File: src/rtl/pc_fetch_queue.sv
// Instruction-fetch front end: PC generation, one synchronous-ROM read per
// cycle, and a first-word-fall-through FIFO of {pc, inst} pairs for decode.
// Branch/flush redirects discard all buffered and in-flight fetches.
module pc_fetch_queue #(
  parameter int unsigned       ADDR_W  = 32,
  parameter int unsigned       DATA_W  = 32,
  parameter logic [ADDR_W-1:0] INIT_PC = '0,
  parameter int unsigned       DEPTH   = 4
) (
  input  logic                clk,
  input  logic                rst,
  input  logic                flush_valid,
  input  logic [ADDR_W-1:0]   flush_addr,
  input  logic                branch_valid,
  input  logic [ADDR_W-1:0]   branch_addr,
  output logic                rom_en,
  output logic [ADDR_W-1:0]   rom_addr,
  output logic [DATA_W/8-1:0] rom_we,
  output logic [DATA_W-1:0]   rom_wdata,
  input  logic [DATA_W-1:0]   rom_rdata,
  output logic                out_valid,
  input  logic                out_ready,
  output logic [ADDR_W-1:0]   out_pc,
  output logic [DATA_W-1:0]   out_inst
);

  localparam int unsigned PTR_W = (DEPTH > 1) ? $clog2(DEPTH) : 1;
  localparam int unsigned CNT_W = PTR_W + 1;
  localparam int unsigned OCC_W = CNT_W + 1;
  localparam int unsigned BE_W  = DATA_W / 8;

  typedef struct packed {
    logic [ADDR_W-1:0] pc;
    logic [DATA_W-1:0] inst;
  } entry_t;

  logic [ADDR_W-1:0] fetch_pc;
  logic [ADDR_W-1:0] pc_q;
  logic              req_q;
  logic [CNT_W-1:0]  count;
  logic [PTR_W-1:0]  wr_ptr;
  logic [PTR_W-1:0]  rd_ptr;
  entry_t            fifo_mem [DEPTH];

  logic              redirect;
  logic [ADDR_W-1:0] target_raw;
  logic [ADDR_W-1:0] target;
  logic [OCC_W-1:0]  occupancy;
  logic              room;
  logic              push;
  logic              pop;
  entry_t            head;

  // Redirect decode: flush wins over branch, target forced word-aligned
  always_comb begin
    redirect   = flush_valid | branch_valid;
    target_raw = flush_valid ? flush_addr : branch_addr;
    target     = {target_raw[ADDR_W-1:2], 2'b00};
  end

  // Issue only while buffered plus in-flight entries leave a free slot
  always_comb begin
    occupancy = OCC_W'(count) + OCC_W'(req_q);
    room      = occupancy < OCC_W'(DEPTH);
    rom_en    = ~rst & ~redirect & room;
    push      = req_q & ~redirect;
    pop       = out_valid & out_ready & ~redirect;
  end

  // ROM port: read address is the current fetch PC, write side unused
  always_comb begin
    rom_addr  = fetch_pc;
    rom_we    = BE_W'(0);
    rom_wdata = DATA_W'(0);
  end

  // FIFO head presented straight from storage (fall-through)
  always_comb begin
    head      = fifo_mem[rd_ptr];
    out_valid = (count != CNT_W'(0));
    out_pc    = head.pc;
    out_inst  = head.inst;
  end

  // PC, in-flight request and FIFO control state
  always_ff @(posedge clk) begin
    if (rst) begin
      fetch_pc <= INIT_PC;
      pc_q     <= '0;
      req_q    <= 1'b0;
      count    <= '0;
      wr_ptr   <= '0;
      rd_ptr   <= '0;
    end else if (redirect) begin
      fetch_pc <= target;
      req_q    <= 1'b0;
      count    <= '0;
      wr_ptr   <= '0;
      rd_ptr   <= '0;
    end else begin
      req_q <= rom_en;
      if (rom_en) begin
        pc_q     <= fetch_pc;
        fetch_pc <= fetch_pc + ADDR_W'(4);
      end
      if (push) begin
        wr_ptr <= wr_ptr + PTR_W'(1);
      end
      if (pop) begin
        rd_ptr <= rd_ptr + PTR_W'(1);
      end
      case ({push, pop})
        2'b10:   count <= count + CNT_W'(1);
        2'b01:   count <= count - CNT_W'(1);
        default: count <= count;
      endcase
    end
  end

  // FIFO storage: cleared on reset, written with the returning ROM word
  always_ff @(posedge clk) begin
    if (rst) begin
      for (int i = 0; i < int'(DEPTH); i++) begin
        fifo_mem[i] <= '0;
      end
    end else if (push) begin
      fifo_mem[wr_ptr] <= '{pc: pc_q, inst: rom_rdata};
    end
  end

endmodule

File: config.mk
export PLATFORM = sky130hd
export DESIGN_NAME = pc_fetch_queue
export DESIGN_NICKNAME = d
export VERILOG_FILES = /design/src/rtl/pc_fetch_queue.sv
export SDC_FILE = /design/constraint.sdc
export NUM_CORES = 1
export LEC_CHECK = 0
export ABC_CLOCK_PERIOD_IN_PS = 7000
export CAP_MARGIN = 5
export CORE_UTILIZATION = 46
export DETAILED_ROUTE_END_ITERATION = 16
export PLACE_DENSITY = 0.73
export SLEW_MARGIN = 20
export SYNTH_ARGS = -nofsm -noshare
export SYNTH_HDL_FRONTEND = slang
export SYNTH_SLANG_ARGS = --single-unit
File: constraint.sdc
create_clock -name clk -period 7 [get_ports clk]
set_input_delay 1.4 -clock clk [delete_from_list [all_inputs] [get_ports clk]]
set_output_delay 1.4 -clock clk [all_outputs]
set_load 0.02 [all_outputs]
==> results.md <==
* Gpl congestion at 0.912
* H-tree levels at 2
* Die ar. at 31400 um2
* Worst r2r dst: fifo_mem[1][18]
* Diode count at 0
* First-pass DRT Iterations at 4
* Worst skew pair latency at 0.50 ns
* FF/Latch Area at 8850 um2
* IO Port Bufs at 190
* Max Buffers Root-to-Sink at 3
* Data required, critical path at 5.60 ns
* Critical path arrival at 3.67 ns
* Headroom to the max-slew limit at 34.5%
* Number of flops mapped to enable cells by yosys at 248
* Vias at 9457
* Final HPWL DP at 20700 um
* Fillers at 2493
* Crit-path slowest cell: clkdlybuf4s50_1
* Initial core utilization at 47.2%
* Initial antenna violation count at 0
* Critical Path Fanout Max at 34
* Total track usage at 21.4%
* Antenna Nets Post-Route at 0
* Vias in the first global route at 9402
* Die width at 177 um
* Seq/Total Area, Yosys at 62.6%
* Core Util, Final at 58.2%
* Fmax at 197 MHz
* Synthesized area at 14100 um2
* DR WL/cell at 19.0 um
* Setup bufs post-CTS at 0
* TritonCTS Buffers at 35
* WHS Endpoint: pc_q[16]
* # DRC at 0
* First-pass GRT wire length at 51300 um
* Multi-input gate area at 4590 um2
* Critical Path End Type: output pin
* Launch point of the worst reg-to-reg path: req_q
* Status: finished, final reports clean
* CTS tree: built
* Ys async rst share at 0%
* Worst Min Path Start: pc_q[16]
* Hold path cells at 2
* Unique masters post-synth at 57
* Die height at 177 um
* Nets at 1444
* Post-Route Skew at 0.0122 ns
* Largest net degree at the start of global routing at 63
* Post-route minimum period at 5.07 ns
* Crit path largest cell delay at 0.71 ns
* I/O pins at 235
* Fin crit share at 72.4%
* Power Density at 249 nW/um2
* Ys Warns at 0
* Most frequent CP cell: clkdlybuf4s50_1
* CTS clk-pin slew, worst paths at 0.06 ns
* Setup CP Type: in -> out
* Synth Area per Inst at 12.1 um2
* Slew at the pin closest to its max-slew limit at 0.983 ns
* Cells after synthesis at 1169
* Vias per cell at 5.39
* Post_cts resized at 0
* Share of cells above drive strength 1 at 11.5%
* Max Slew Vio Count at 0
* Syn-to-layout area delta at 23.5%
* Reg2Reg Setup Slack at 4.62 ns
* VDD IR max at 0.142 mV
* Worst setup SP type: input pin
* Max-Cap Viols at 0
* 1st-iter DRT viols at 687
* Total negative slack at 0 ns
* Hold/Removal Path Class: reg -> reg
* Core box area at 30000 um2
* Clk root buf: clkbuf_16
* Hold Buf Count CTS at 0
* Final Total Pwr at 0.00435 W
* Top_reg_cell synth: edfxtp_1
* Worst reg2reg path depth at 3
* # clock sinks at 318
* Drt total wl at 33300 um
* Final Hold Viols at 0
* Grt ovf at 0
* Static leakage at 6.50 nW
* RSZ-0062 raised after global routing: no
* Yosys reg bits at 318
* Cells along the critical path: clkdlybuf4s50_1 -> buf_4 -> nor3_2 -> nand2_1 -> inv_2 -> clkdlybuf4s50_1
* FP Rows at 63
* Final setup viols at 0
-- synthesized netlist by cell type, drive strengths merged (2+ instances only) --
library cell | n | area (um2)
and4 | 5 | 43.8
o21ai | 23 | 115
nor2 | 201 | 757
clkbuf | 44 | 165
o32ai | 4 | 35.0
mux2i | 4 | 40.0
and2 | 3 | 20.0
edfxtp | 248 | 7450
a221oi | 2 | 17.5
or2 | 2 | 12.5
a31oi | 2 | 27.5
dfxtp | 70 | 1400
inv | 76 | 285
o221ai | 6 | 52.6
nand3 | 18 | 115
nand2b | 3 | 18.8
nor3 | 15 | 91.3
a211oi | 7 | 52.6
nand2 | 150 | 566
nor2b | 9 | 56.3
o22ai | 10 | 62.6
mux4 | 62 | 1400
nor4 | 9 | 62.6
o21a | 2 | 15.0
buf | 68 | 440
o31a | 5 | 43.8
and3 | 17 | 108
nor3b | 2 | 15.0
nand4 | 8 | 50.1
or3 | 6 | 37.5
xnor2 | 8 | 70.1
a22oi | 8 | 60.1
ha | 2 | 25.0
xor2 | 8 | 70.1
a21oi | 51 | 255
o22a | 2 | 17.5
-- how the worst max path moves through the flow --
stage	slack (ns)	endpoint	start
after CTS	1.92	rom_en	flush_valid
after floorplan	0.24	fifo_mem[0][0]	branch_valid
final	1.93	rom_en	branch_valid
after global placement	1.94	rom_en	flush_valid
after global routing	1.78	rom_en	branch_valid
after detailed placement	1.92	rom_en	flush_valid
-- cells by family (layout without fill, tap and decap cells) --
family	after synthesis	in the layout	share of synthesized area (%)
adder cells (fa/ha/maj)	3	3	0.319
flip-flops	318	318	62.6
AND/OR/NAND/NOR	450	450	13.9
AO/OA/AOI/OAI	127	127	5.64
buffers and inverters	188	344	6.30
multiplexers	66	66	10.2
other	1	40	0.0265
XOR/XNOR	16	16	0.992
-- sequential cells by signal, summed over array words and instances, names as in the netlist, named ones only --
signal and cells:
fifo_mem 248, req_q 1, rom_addr 30, rd_ptr 2
count 3, pc_q 30, wr_ptr 2
-- routing by layer --
layer | GRT usage [%] | part of all wire [%]
met3 | 4.42 | 8.7
met2 | 37.3 | 50
met1 | 27.1 | 39
met5 | 0 | 0
met4 | 5.59 | 1.8
-- where the power goes --
part | switching (W) | total [W] | leakage, nW | internal (W)
clock network | 0.000723 | 0.00189 | 0.585 | 0.00117
logic | 0.000174 | 0.000318 | 2.77 | 0.000145
registers | 0.0000420 | 0.00214 | 3.15 | 0.00210
-- layout make-up --
| type | instances | share of cell area, % |
|---|---|---|
| sequential | 318 | 50.7 |
| multi-input combinational | 702 | 26.3 |
| timing repair buffer | 207 | 11.7 |
| clock buffer | 43 | 5.55 |
| tap | 390 | 2.80 |
| inverter | 76 | 1.63 |
| clock inverter | 18 | 1.27 |
-- stage by stage --
stage	hold slack, ns	setup slack, ns	std cells	area [um2]
2_1_floorplan	0.437	0.236	1208	14300
3_3_place_gp	0.444	1.94	1693	16300
3_5_place_dp	0.447	1.92	1693	16300
4_1_cts	0.456	1.92	1754	17400
5_1_grt	0.477	1.78	1754	17400
6_report	0.457	1.93	1754	17400
-- cells in the final DEF, fill, tap and decap left out, types with 6 or more instances in the layout --
master,synthesis,routed
and3_1,16,16
nor2b_1,9,9
nand2_1,149,149
nand3_1,16,16
dfxtp_1,70,68
conb_1,1,40
mux4_2,62,62
xor2_1,8,8
nor4_1,8,8
a22oi_1,8,8
xnor2_1,8,8
a211oi_1,7,7
clkdlybuf4s50_1,0,189
o22ai_1,10,10
or3_1,6,6
o221ai_1,6,6
clkinv_2,0,8
clkbuf_16,0,37
nor3_1,13,13
o21ai_0,23,19
nor2_1,200,199
nand4_1,8,8
a21oi_1,51,51
buf_4,42,16
inv_1,75,75
edfxtp_1,248,248
-- critical path: cells and delay by family --
family | cells | cell delay, ns
simple gates | 2 | 0.47
buf+inv | 4 | 1.77
No activity file was read; power rests on OpenSTA's default activity.
